### config.mk
export PLATFORM = sky130hd
export DESIGN_NAME = rpn_stack_ctrl
export DESIGN_NICKNAME = d
export VERILOG_FILES = /design/src/rtl/rpn_pkg.sv /design/src/rtl/rpn_alu.sv /design/src/rtl/rpn_stack_ctrl.sv
export SDC_FILE = /design/constraint.sdc
export NUM_CORES = 1
export LEC_CHECK = 0
export CORE_AREA = 10 10 88 90
export DETAILED_ROUTE_END_ITERATION = 6
export DIE_AREA = 0 0 98 100
export HOLD_SLACK_MARGIN = 0.02
export PLACE_DENSITY_LB_ADDON = 0.1
export SYNTH_ARGS = -nofsm -noshare
export SYNTH_HDL_FRONTEND = slang
export SYNTH_SLANG_ARGS = --single-unit
### constraint.sdc
create_clock -name clk -period 3.5 [get_ports clk]
set_clock_uncertainty 0.2 [all_clocks]
set_input_delay 0.7 -clock clk [delete_from_list [all_inputs] [get_ports clk]]
set_output_delay 0.7 -clock clk [all_outputs]
set_load 0.02 [all_outputs]
### src/rtl/rpn_pkg.sv
// Shared opcode/state definitions and size defaults for the RPN stack controller.
package rpn_pkg;

  localparam int WIDTH_DEF = 8;
  localparam int DEPTH_DEF = 8;

  typedef enum logic [2:0] {
    OP_PUSH = 3'd0,
    OP_ADD  = 3'd1,
    OP_SUB  = 3'd2,
    OP_AND  = 3'd3,
    OP_OR   = 3'd4,
    OP_XOR  = 3'd5,
    OP_DUP  = 3'd6,
    OP_DROP = 3'd7
  } opcode_e;

  typedef enum logic [1:0] {
    IDLE   = 2'd0,
    POP_B  = 2'd1,
    POP_A  = 2'd2,
    PUSH_R = 2'd3
  } state_e;

  // Two-operand opcodes consume two entries and push one result.
  function automatic logic is_binop(input opcode_e op);
    return (op inside {OP_ADD, OP_SUB, OP_AND, OP_OR, OP_XOR});
  endfunction

endpackage

### src/rtl/rpn_alu.sv
// Combinational two-operand ALU; all arithmetic wraps modulo 2^WIDTH.
module rpn_alu
  import rpn_pkg::*;
#(
  parameter int WIDTH = WIDTH_DEF
) (
  input  opcode_e          i_op,
  input  logic [WIDTH-1:0] i_opa,
  input  logic [WIDTH-1:0] i_opb,
  output logic [WIDTH-1:0] o_res
);

  // Result select; opa is second-from-top, opb is the former top.
  always_comb begin
    o_res = '0;
    case (i_op)
      OP_ADD:  o_res = i_opa + i_opb;
      OP_SUB:  o_res = i_opa - i_opb;
      OP_AND:  o_res = i_opa & i_opb;
      OP_OR:   o_res = i_opa | i_opb;
      OP_XOR:  o_res = i_opa ^ i_opb;
      default: o_res = '0;
    endcase
  end

endmodule

### src/rtl/rpn_stack_ctrl.sv
// RPN command sequencer driving an external push/pop stack; tracks depth locally.
module rpn_stack_ctrl
  import rpn_pkg::*;
#(
  parameter int WIDTH = WIDTH_DEF,
  parameter int DEPTH = DEPTH_DEF
) (
  input  logic                     clk,
  input  logic                     reset,
  input  logic                     cmd_valid,
  input  logic [2:0]               cmd_op,
  input  logic [WIDTH-1:0]         cmd_imm,
  output logic                     cmd_ready,
  output logic                     stk_push,
  output logic                     stk_pop,
  output logic [WIDTH-1:0]         stk_wdata,
  input  logic [WIDTH-1:0]         stk_rdata,
  output logic [$clog2(DEPTH):0]   depth,
  output logic                     err_underflow,
  output logic                     err_overflow
);

  localparam int DW = $clog2(DEPTH) + 1;
  localparam logic [DW-1:0] FULL = DW'(DEPTH);

  state_e           r_state;
  state_e           w_next;
  opcode_e          r_op;
  opcode_e          w_op;
  logic [WIDTH-1:0] r_opa;
  logic [WIDTH-1:0] r_opb;
  logic [WIDTH-1:0] r_wdata;
  logic [WIDTH-1:0] w_alu_res;
  logic [DW-1:0]    r_depth;
  logic             r_err_uf;
  logic             r_err_of;
  logic             w_accept;
  logic             w_uf;
  logic             w_of;
  logic             w_start;
  logic             w_push;
  logic             w_pop;
  logic             w_ready;

  assign w_op     = opcode_e'(cmd_op);
  assign w_accept = cmd_valid && (r_state == IDLE);
  assign w_uf     = (is_binop(w_op) && (r_depth < DW'(2))) ||
                    (((w_op == OP_DUP) || (w_op == OP_DROP)) && (r_depth == '0));
  assign w_of     = ((w_op == OP_PUSH) || (w_op == OP_DUP)) && (r_depth == FULL);
  // A rejected command is still consumed: it only raises its error pulse.
  assign w_start  = w_accept && !w_uf && !w_of;

  rpn_alu #(.WIDTH(WIDTH)) u_alu (
    .i_op  (r_op),
    .i_opa (r_opa),
    .i_opb (r_opb),
    .o_res (w_alu_res)
  );

  // State register.
  always_ff @(posedge clk) begin
    if (!reset) r_state <= IDLE;
    else        r_state <= w_next;
  end

  // Next-state decode and Moore strobes.
  always_comb begin
    w_next  = r_state;
    w_push  = 1'b0;
    w_pop   = 1'b0;
    w_ready = 1'b0;
    case (r_state)
      IDLE: begin
        w_ready = 1'b1;
        if (w_start) begin
          case (w_op)
            OP_PUSH, OP_DUP: w_next = PUSH_R;
            OP_DROP:         w_next = POP_A;
            default:         w_next = POP_B;
          endcase
        end
      end
      POP_B: begin
        w_pop  = 1'b1;
        w_next = POP_A;
      end
      POP_A: begin
        w_pop  = 1'b1;
        w_next = is_binop(r_op) ? PUSH_R : IDLE;
      end
      PUSH_R: begin
        w_push = 1'b1;
        w_next = IDLE;
      end
      default: w_next = IDLE;
    endcase
  end

  // Command capture, operand latches and one-cycle error pulses.
  always_ff @(posedge clk) begin
    if (!reset) begin
      r_op     <= OP_PUSH;
      r_opa    <= '0;
      r_opb    <= '0;
      r_wdata  <= '0;
      r_err_uf <= 1'b0;
      r_err_of <= 1'b0;
    end else begin
      r_err_uf <= w_accept && w_uf;
      r_err_of <= w_accept && w_of;
      if (w_start) begin
        r_op <= w_op;
        if (w_op == OP_PUSH)     r_wdata <= cmd_imm;
        else if (w_op == OP_DUP) r_wdata <= stk_rdata;
      end
      if (r_state == POP_B)                     r_opb <= stk_rdata;
      if ((r_state == POP_A) && is_binop(r_op)) r_opa <= stk_rdata;
    end
  end

  // Entry counter mirroring the stack, saturating at both ends.
  always_ff @(posedge clk) begin
    if (!reset) begin
      r_depth <= '0;
    end else if (w_push && (r_depth != FULL)) begin
      r_depth <= r_depth + DW'(1);
    end else if (w_pop && (r_depth != '0)) begin
      r_depth <= r_depth - DW'(1);
    end
  end

  assign cmd_ready     = w_ready;
  assign stk_push      = w_push;
  assign stk_pop       = w_pop;
  assign stk_wdata     = ((r_state == PUSH_R) && is_binop(r_op)) ? w_alu_res : r_wdata;
  assign depth         = r_depth;
  assign err_underflow = r_err_uf;
  assign err_overflow  = r_err_of;

endmodule

# ---- Word-level counts from Yosys, hierarchy flattened
# Index checks and enable logic that the tools add are counted.
dict set report op_classes {
  n_addsub 4
  magnitude_cmp 1
  eq_ne 18
  n_mux 13
  n_bitwise 3
  n_reduce_logical 28
}
# op n
set ops {}
lappend ops {{one-hot mux 8 bit (5 select lines)} 1}
lappend ops {{2-to-1 mux 8 bit} 3}
lappend ops {{equality test 3 bit (second input constant)} 6}
lappend ops {{equality test 3 x 2 -> 1 bit (second input constant)} 4}
lappend ops {{logical AND 1 bit} 12}
lappend ops {{nonzero test 5 bit} 2}
lappend ops {{adder 8 bit} 1}
lappend ops {{bitwise AND 8 bit} 1}
lappend ops {{2-to-1 mux 4 bit} 2}
lappend ops {{OR 8 bit} 1}
lappend ops {{one-hot mux 2 bit (4 select lines)} 1}
lappend ops {{subtractor 8 bit} 1}
lappend ops {{bitwise XOR 8 bit} 1}
lappend ops {{equality test 3 x 1 -> 1 bit (second input constant)} 2}
lappend ops {{adder 4 x 1 -> 4 bit (second input constant)} 1}
lappend ops {{equality test 2 bit (second input constant)} 2}
lappend ops {{equality test 4 bit (second input constant)} 1}
lappend ops {{zero test 4 bit} 1}
lappend ops {{< comparator 4 x 2 -> 1 bit (second input constant)} 1}
lappend ops {{2-to-1 mux 2 bit} 2}
lappend ops {{inequality test 4 bit (second input constant)} 1}
lappend ops {{one-hot mux 2 bit (2 select lines)} 1}
lappend ops {{nonzero test 2 bit} 2}
lappend ops {{nonzero test 4 bit} 1}
lappend ops {{10 further kinds} 16}
dict set report totals {
  regBits 35
}

# ---- Longest topological paths before layout
# Gate-level depths: netlist of run 1.
dict set report logic_depth {
  word_depth 9
  ltp_mapped 11
  depth_no_buf 11
}

# ---- Hierarchy
# From an unflattened synthesis of run 1, not the netlist that was laid out.
dict set report unflattened {
  hier_cells 318
  hier_area_um2 2771.4
}
# module n_inst cells_each area_each_um2 seq_area_each_um2
set modules_own_cells {}
lappend modules_own_cells {rpn_stack_ctrl 1 185 1799.2 700.7}
lappend modules_own_cells {rpn_alu 1 133 972.2 0.0}

# ---- Worst setup path before layout of run 1
# Ideal clock, no wire load.
dict set report synth_timing {
  kind {register -> output}
  from {register r_op[1]}
  to {output port stk_wdata[4]}
  arrival_ns 2.578
  required_ns 2.600
  setup_slack_ns 0.022
  stages_incl_launch_ff 10
  path_cell_list {dfxtp_1 buf_2 nor3b_2 mux2_2 fa_1 nor2b_1 o21ai_0 a211oi_1 a221oi_1 o21ai_0}
}
dict set report synth_via {
  elab_chain_len 4
}
# item line_no
set synth_rtl {}
lappend synth_rtl {{start, declared} rpn_stack_ctrl.sv:28} ;# opcode_e r_op;
lappend synth_rtl {{start signal, assigned} rpn_stack_ctrl.sv:112} ;# r_op <= w_op;
lappend synth_rtl {{equality test 3 x 1 -> 1 bit, or another cell as far along} {rpn_pkg.sv:27, rpn_alu.sv:16}}
lappend synth_rtl {{nonzero test 5 bit} rpn_pkg.sv:27} ;# return (op inside {OP_ADD, OP_SUB, OP_AND, OP_OR, OP_XOR});
lappend synth_rtl {{logical AND 1 bit} rpn_stack_ctrl.sv:135} ;# assign stk_wdata = ((r_state == PUSH_R) && is_binop(r_op)) ? w_alu_res : r_wdata;
lappend synth_rtl {{2-to-1 mux 8 bit *} rpn_stack_ctrl.sv:135}
lappend synth_rtl {{end, declared} rpn_stack_ctrl.sv:16} ;# output logic [WIDTH-1:0] stk_wdata,
# Every way passes the cells marked *; elsewhere a longest branch is shown, timed or not.

# ---- Final worst setup path of run 1
dict set report layout_timing {
  from {register r_op[0]}
  to {output port stk_wdata[6]}
}
# Same word-level chain as after synthesis.

==> results of run 1 <==
cell families after synthesis:
logic type	share of synthesized area, %
mux	11.8
compound gates	16.1
flops	26.6
simple gates	19.4
fa+ha+maj	15.8
buf+inv	5.57
xor+xnor	4.66
layer usage:
layer	track usage [%]	vias up	wire length [µm]
met1	15.5	1117	3090
li1	-	1231	-
met5	0	-	0
met3	4.33	12	355
met2	23.4	45	3320
met4	4.36	0	138
layout make-up:
class	instances	area, µm²
Sequential cell	35	703
Tap cell	77	96.3
Clock buffer	8	100
Fill cell	552	2530
Multi-Input combinational cell	239	1940
Timing Repair Buffer	77	678
Inverter	22	82.6
power breakdown:
part	switching, mW	internal [mW]	leakage [nW]
clock network	0.144	0.180	0.0515
logic	0.336	0.339	1.13
registers	0.0246	0.425	0.284
how the worst max path moves through the flow:
stage	cells past startpoint	startpoint	endpoint	slack, ns
2_1_floorplan	9	r_op[1]$_SDFFE_PN0P_	stk_wdata[4]	0.02
4_1_cts	11	r_op[0]$_SDFFE_PN0P_	stk_wdata[6]	-0.1
6_report	11	r_op[0]$_SDFFE_PN0P_	stk_wdata[6]	-0.05
3_3_place_gp	10	r_opb[1]$_SDFFE_PN0P_	stk_wdata[6]	-0.37
5_1_grt	11	r_op[0]$_SDFFE_PN0P_	stk_wdata[6]	-0.17
3_5_place_dp	10	r_opb[1]$_SDFFE_PN0P_	stk_wdata[6]	-0.39
flip-flops by register name (all words and copies together), names as in the netlist:
signal / flops
r_op: 3
err_underflow: 1
r_opa: 8
r_opb: 8
r_wdata: 8
r_state: 2
err_overflow: 1
depth: 4
tightest hold or removal path, cell delays in order (launching register included):
cell and delay (ns):
dfxtp_1 0.32, nor2_1 0.10, a211oi_1 0.05
cells in the final DEF (no fill, tap or decap), types with 4 or more instances in the layout:
cell type        instances
inv_1                   22
buf_6                    6
clkbuf_8                 7
a22oi_1                  4
o21ai_0                 13
ha_1                    27
nand3b_1                 4
dfxtp_1                 33
mux2i_1                 30
nor2_1                  38
xnor2_1                 10
a211oi_1                 7
buf_4                   37
nand2_1                 26
a21oi_1                  6
clkdlybuf4s50_1         31
per-stage QoR:
stage          utilization (%)  hold slack [ns]  power (mW)  setup slack, ns
2_1_floorplan                -            0.278       0.833           0.0222
3_3_place_gp              54.0            0.290        1.03           -0.373
3_5_place_dp              54.0            0.294        1.04           -0.389
4_1_cts                   56.3            0.305        1.38          -0.0959
5_1_grt                   58.7            0.336        1.54           -0.174
6_report                  58.7            0.307        1.45          -0.0495
timing repair:
| item | CTS | global route |
|---|---|---|
| hold buffers | 0 | 0 |
| resized for setup | 43 | 27 |
| endpoints found under the setup margin | 7 | 7 |
| buffers inserted | 2 | 2 |
| pin swaps | 10 | 17 |
| gates cloned | 0 | 0 |
==> out/metrics.yaml, run 1 <==
critPathMaxStageDelay_ns: 0.35
critPathBufInv: 2
h-tree-depth: 2
fin_area_um2: 3600
synth-seq-cells: 35
end_kind: "primary output"
holdPathStages: 2
pin_count: 39
finalCriticalPeriod_ns: 3.55
clock-sinks: 35
wire_per_inst_um: 15.1
die_area_um2: 9800
ff2ff_setup_slack_ns: 0.95
initial_core_util_pct: 42.9
min_to: "r_wdata[3]$_SDFFE_PN0P_"
holdCritStartpoint: "r_wdata[3]$_SDFFE_PN0P_"
diodes: 0
setup_tns_ns: -0.0855
dp_hpwl_mm: 5.18
synthTopCellsByCount: "nor2_1 (41), dfxtp_1 (35), ha_1 (30), mux2i_1 (30), nand2_1 (27)"
fin_cells: 458
syn_area_um2: 2630
rsz0062_at_grt: "true"
r2r_start: "depth[0]$_SDFFE_PN0P_"
synth_top_area_cell: "dfxtp_1"
p_leak_nw: 1.46
crit_arrival_ns: 2.65
synth-warning-count: 0
vias_per_cell: 5.25
status: "finished with violations"
clk_pin_slew_ns: 0.07
crit_chain: "nor3b_4, buf_6, nor2_1, xnor2_1, ha_1, o21a_1, o31a_1, o21ai_2, a2111oi_2, or3_1, buf_2"
ant_nets: 0
drc: 0
nets: 434
hold_class: "reg -> reg"
tightest_slew_ns: 0.767
syn-num-nets: 363
core_area_um2: 6130
placed_cells: 446
grt_overflow: 0
fmax_mhz: 282
cts_tree: "done"
start_kind: "flip-flop"
cts_buffer_depth: 2
drive_above_1_share_pct: 22.6
crit_fanout: 4
root_buffer: "clkbuf_8"
finalSetupViolCount: 2
grt_pass1_wl_mm: 11.2
grt_util_all_layers_pct: 13.5
area_growth_pct: 36.9
vias: 2405
synth_top_area_share_pct: 26.6
antenna_found_initial: 0
numCtsBuffers: 5
clock_latency_ns: 0.28
portBuffers: 38
die_height_um: 100
dr.pass1.iters: 5
hold_viol_final: 0
synth-edff-count: 0
rows: 29
syn_avg_cell_area_um2: 8.51
max_cap_viol_count: 0
critPathTopFamily: "simple AND/OR/NAND/NOR gates"
vdd_drop_max_mv: 0.288
finalWirelength_mm: 6.91
synthCells: 309
slew_violations: 0
yosysSeqAreaShare_pct: 26.6
ys.flop_type: "dfxtp_1"
r2r_cells: 8
place_area_um2: 3310
synth_async_sr_flop_share_pct: 0
r2r_end: "depth[3]$_SDFFE_PN0P_"
p_per_area_nw_per_um2: 403
die_x_um: 98
layout_setup_ws_ns: -0.0495
yosysMostFrequentCell: "nor2_1"
first_iter_violations: 63
relSlewSlack_pct: 48.7
slowest_stage: "ha_1"
grt_pass1_vias: 2396
routabilityCongestion: 0.869
path_class: "reg -> out"
violations: "negative setup slack"
required_ns: 2.60
grt_start_max_net_pins: 32
synth_cell_type_count: 52
synthTopCellsByArea: "dfxtp_1 (27%), ha_1 (14%), mux2i_1 (11%)"
period_share_pct: 101
(Power assumes the default switching activity.)
==> run 2: changes to the inputs <==
CTS_CLUSTER_SIZE = 20   (was default)
SKIP_CTS_REPAIR_TIMING = 1   (was default)
SLEW_MARGIN = 25   (was default)
==> out/metrics.yaml, run 2 (synthesis results as in run 1) <==
status: "finished with violations"
violations: "negative setup slack"
area_growth_pct: 34.0
vias: 2392
ff2ff_setup_slack_ns: 0.95
min_to: "r_wdata[2]$_SDFFE_PN0P_"
setup_tns_ns: -0.327
period_share_pct: 104
max_cap_viol_count: 0
die_height_um: 100
h-tree-depth: 2
tightest_slew_ns: 0.763
pwr-share-seq_pct: 31.6
clock-sinks: 35
ant_nets: 0
hold_class: "reg -> reg"
crit_arrival_ns: 2.74
grt_pass1_wl_mm: 11.1
diodes: 0
portBuffers: 38
finalSetupViolCount: 4
vdd_drop_max_mv: 0.292
routabilityCongestion: 0.869
r2r_start: "depth[0]$_SDFFE_PN0P_"
p_clk_share_pct: 22.7
finalCriticalPeriod_ns: 3.64
drive_above_1_share_pct: 21.3
pin_count: 39
r2r_cells: 8
drc: 0
path_class: "reg -> out"
dp_hpwl_mm: 5.18
antenna_found_initial: 0
grt_util_all_layers_pct: 13.5
p_int_mw: 0.929
most-common-layout-cells: "buf_4 (39), nor2_1 (38), dfxtp_1 (33)"
grt_overflow: 0
clock_latency_ns: 0.28
core_area_um2: 6130
reg_top3: "r_opa (8), r_opb (8), r_wdata (8)"
p_leak_nw: 1.47
numCtsBuffers: 5
p_sw_mw: 0.491
p_per_area_nw_per_um2: 403
nets: 434
layout_commonest_cell: "buf_4"
hold_viol_final: 0
rsz0062_at_grt: "true"
grt_pass1_vias: 2385
layout_setup_ws_ns: -0.139
grt_start_max_net_pins: 32
fmax_mhz: 275
required_ns: 2.60
r2r_end: "depth[3]$_SDFFE_PN0P_"
rows: 29
switching_share_pct: 34.6
pwr-share-comb_pct: 45.7
root_buffer: "clkbuf_8"
cts_tree: "done"
die_area_um2: 9800
vias_per_cell: 5.22
finalWirelength_mm: 6.88
holdCritStartpoint: "r_wdata[2]$_SDFFE_PN0P_"
end_kind: "primary output"
die_x_um: 98
holdPathStages: 2
holdWs_ns: 0.306
start_kind: "flip-flop"
slew_violations: 0
clk_pin_slew_ns: 0.07
first_iter_violations: 66
cts_buffer_depth: 2
relSlewSlack_pct: 49.0
wire_per_inst_um: 15.0
crit_fanout: 3
initial_core_util_pct: 42.9
dr.pass1.iters: 5
[run 2: changes by cell type in the layout (fill, tap and decap cells not counted), moves of 2 or more]
cell           delta
dlygate4sd2_1     -2
ha_1              +2
nor2_4            -3
buf_6             -2
buf_4             +2
xnor2_1           +2
nor2_2            +3
xnor2_2           -2
ha_4              -3
[run 2: per-stage QoR]
step / cells / power (mW) / cell area, µm² / util [%] / setup slack (ns)
after floorplan: 309 / 0.833 / 2630 / - / 0.0222
after CTS: 454 / 1.36 / 3410 / 55.6 / -0.719
after detailed placement: 446 / 1.04 / 3310 / 54.0 / -0.389
after global routing: 458 / 1.51 / 3520 / 57.5 / -0.246
final: 458 / 1.42 / 3520 / 57.5 / -0.139
after global placement: 446 / 1.03 / 3310 / 54.0 / -0.373
[run 2: power by group through the flow]
stage	Combinational, mW	Clock [mW]	Sequential [mW]
floorplan	0.373	0	0.460
global placement	0.573	0	0.457
detailed placement	0.580	0	0.459
CTS	0.584	0.329	0.449
global route	0.710	0.346	0.453
finish	0.648	0.323	0.449
[run 2: final cells by class]
cell class	count	area [µm²]
Multi-Input combinational cell	239	1870
Clock buffer	8	100
Sequential cell	35	703
Inverter	22	82.6
Timing Repair Buffer	77	671
Fill cell	564	2610
Tap cell	77	96.3
[run 2: critical path, stage by stage (launching register included)]
cell	delay (ns)
dfxtp_2	0.32
nor3b_2	0.21
buf_4	0.16
nor2_2	0.04
xnor2_1	0.12
ha_1	0.35
nor2b_4	0.15
o31a_1	0.33
o21ai_2	0.15
a2111oi_1	0.08
or3_1	0.40
buf_6	0.15
[run 2: worst max path at each step]
stage                          start           end  slack (ns)
3_5_place_dp   r_opb[1]$_SDFFE_PN0P_  stk_wdata[6]       -0.39
3_3_place_gp   r_opb[1]$_SDFFE_PN0P_  stk_wdata[6]       -0.37
5_1_grt         r_op[0]$_SDFFE_PN0P_  stk_wdata[6]       -0.25
2_1_floorplan   r_op[1]$_SDFFE_PN0P_  stk_wdata[4]        0.02
4_1_cts        r_opb[1]$_SDFFE_PN0P_  stk_wdata[6]       -0.72
6_report        r_op[0]$_SDFFE_PN0P_  stk_wdata[6]       -0.14
[run 2: layer usage]
metal	GRT usage [%]	wire (µm)	vias up
li1	-	-	1228
met5	0	0	-
met1	15.5	3120	1114
met4	4.36	126	0
met3	4.33	361	10
met2	23.1	3270	40
==> run 3: changes to the inputs <==
REMOVE_ABC_BUFFERS = 1   (was default)
SETUP_SLACK_MARGIN = 0.02   (was default)
==> out/metrics.yaml, run 3 (synthesis results as in run 1) <==
status: "finished with violations"
violations: "negative setup slack"
rsz0062_at_grt: "true"
crit_fanout: 4
layout_setup_ws_ns: -0.0729
max_cap_viol_count: 0
rows: 29
grt_pass1_wl_mm: 10.9
dp_hpwl_mm: 5.12
p_per_area_nw_per_um2: 414
wire_per_inst_um: 15.0
slew_violations: 0
critPathMaxStageDelay_ns: 0.34
ff2ff_setup_slack_ns: 1.01
critPathBufInv: 3
multi_input_area_um2: 1870
cts_buffer_depth: 2
slowest_stage: "dfxtp_2"
required_ns: 2.60
vdd_drop_max_mv: 0.252
r2r_end: "depth[3]$_SDFFE_PN0P_"
power_mw: 1.46
diodes: 0
fill_cells: 573
clock_latency_ns: 0.29
placed_cells: 444
p_leak_nw: 1.46
vias_per_cell: 5.26
most-common-layout-cells: "nor2_1 (38), buf_4 (36), dfxtp_1 (33)"
h-tree-depth: 2
path_class: "reg -> out"
cts_tree: "done"
area_growth_pct: 34.0
die_height_um: 100
ant_nets: 0
nets: 431
drc: 0
crit_arrival_ns: 2.67
holdPathStages: 2
dr.pass1.iters: 4
finalWirelength_mm: 6.81
finalSetupViolCount: 3
grt_start_max_net_pins: 22
fin_cells: 455
vias: 2393
portBuffers: 38
reg_top3: "r_opa (8), r_opb (8), r_wdata (8)"
clk_pin_slew_ns: 0.07
fin_area_um2: 3520
hold_class: "reg -> reg"
grt_util_all_layers_pct: 13.5
start_kind: "flip-flop"
pin_count: 39
relSlewSlack_pct: 46.4
finalCriticalPeriod_ns: 3.57
min_to: "r_wdata[4]$_SDFFE_PN0P_"
core_area_um2: 6130
fmax_mhz: 280
grt_pass1_vias: 2256
r2r_start: "depth[0]$_SDFFE_PN0P_"
tightest_slew_ns: 0.802
finish.utilization_pct: 57.5
die_x_um: 98
drive_above_1_share_pct: 20.4
seq_area_um2: 703
critPathTopFamily: "compound AO/OA/AOI/OAI gates"
layout_commonest_cell: "nor2_1"
holdCritStartpoint: "r_wdata[4]$_SDFFE_PN0P_"
preCtsSetupSlack_ns: -0.352
setup_tns_ns: -0.135
place_area_um2: 3300
holdWs_ns: 0.301
end_kind: "primary output"
grt_overflow: 0
initial_core_util_pct: 42.9
hold_viol_final: 0
antenna_found_initial: 0
die_area_um2: 9800
first_iter_violations: 102
crit_top_cell: "buf_4"
crit_chain: "nor3b_4, buf_6, buf_4, nor2_1, xnor2_1, ha_1, o21a_1, o31a_1, o21ai_1, a2111oi_2, or3_1, buf_4"
routabilityCongestion: 0.888
numCtsBuffers: 5
r2r_cells: 8
clock-sinks: 35
period_share_pct: 102
root_buffer: "clkbuf_8"
## run 3: layer usage
layer  track usage [%]  routed length, µm  vias up
met5                 0                  0        -
met4              4.25                 97        0
met3              3.71                304        9
met2              22.2               3180       43
met1              16.6               3230     1121
li1                  -                  -     1220
## run 3: where the power goes
part,internal [mW],total (mW),switching (mW)
logic,0.303,0.622,0.319
registers,0.425,0.449,0.0240
clock network,0.231,0.386,0.155
## run 3: how the worst max path moves through the flow
stage                           from           end  cells after the start
2_1_floorplan   r_op[0]$_SDFFE_PN0P_  stk_wdata[4]                      8
3_3_place_gp   r_opb[0]$_SDFFE_PN0P_  stk_wdata[6]                     10
3_5_place_dp   r_opb[0]$_SDFFE_PN0P_  stk_wdata[6]                     10
4_1_cts        r_opb[0]$_SDFFE_PN0P_  stk_wdata[6]                     10
5_1_grt         r_op[2]$_SDFFE_PN0P_  stk_wdata[6]                     12
6_report        r_op[0]$_SDFFE_PN0P_  stk_wdata[6]                     12
## run 3: layout make-up
type / instances / share of cell area (%)
Sequential cell: 35 / 20.0
Clock buffer: 6 / 2.34
Inverter: 22 / 2.34
Clock inverter: 2 / 0.994
Tap cell: 77 / 2.73
Timing Repair Buffer: 74 / 18.7
Multi-Input combinational cell: 239 / 52.9
## run 3: tightest hold or removal path, cell delays in order (launching register included)
cell and delay [ns]:
dfxtp_1 0.31, nor2_1 0.09, a211oi_1 0.05
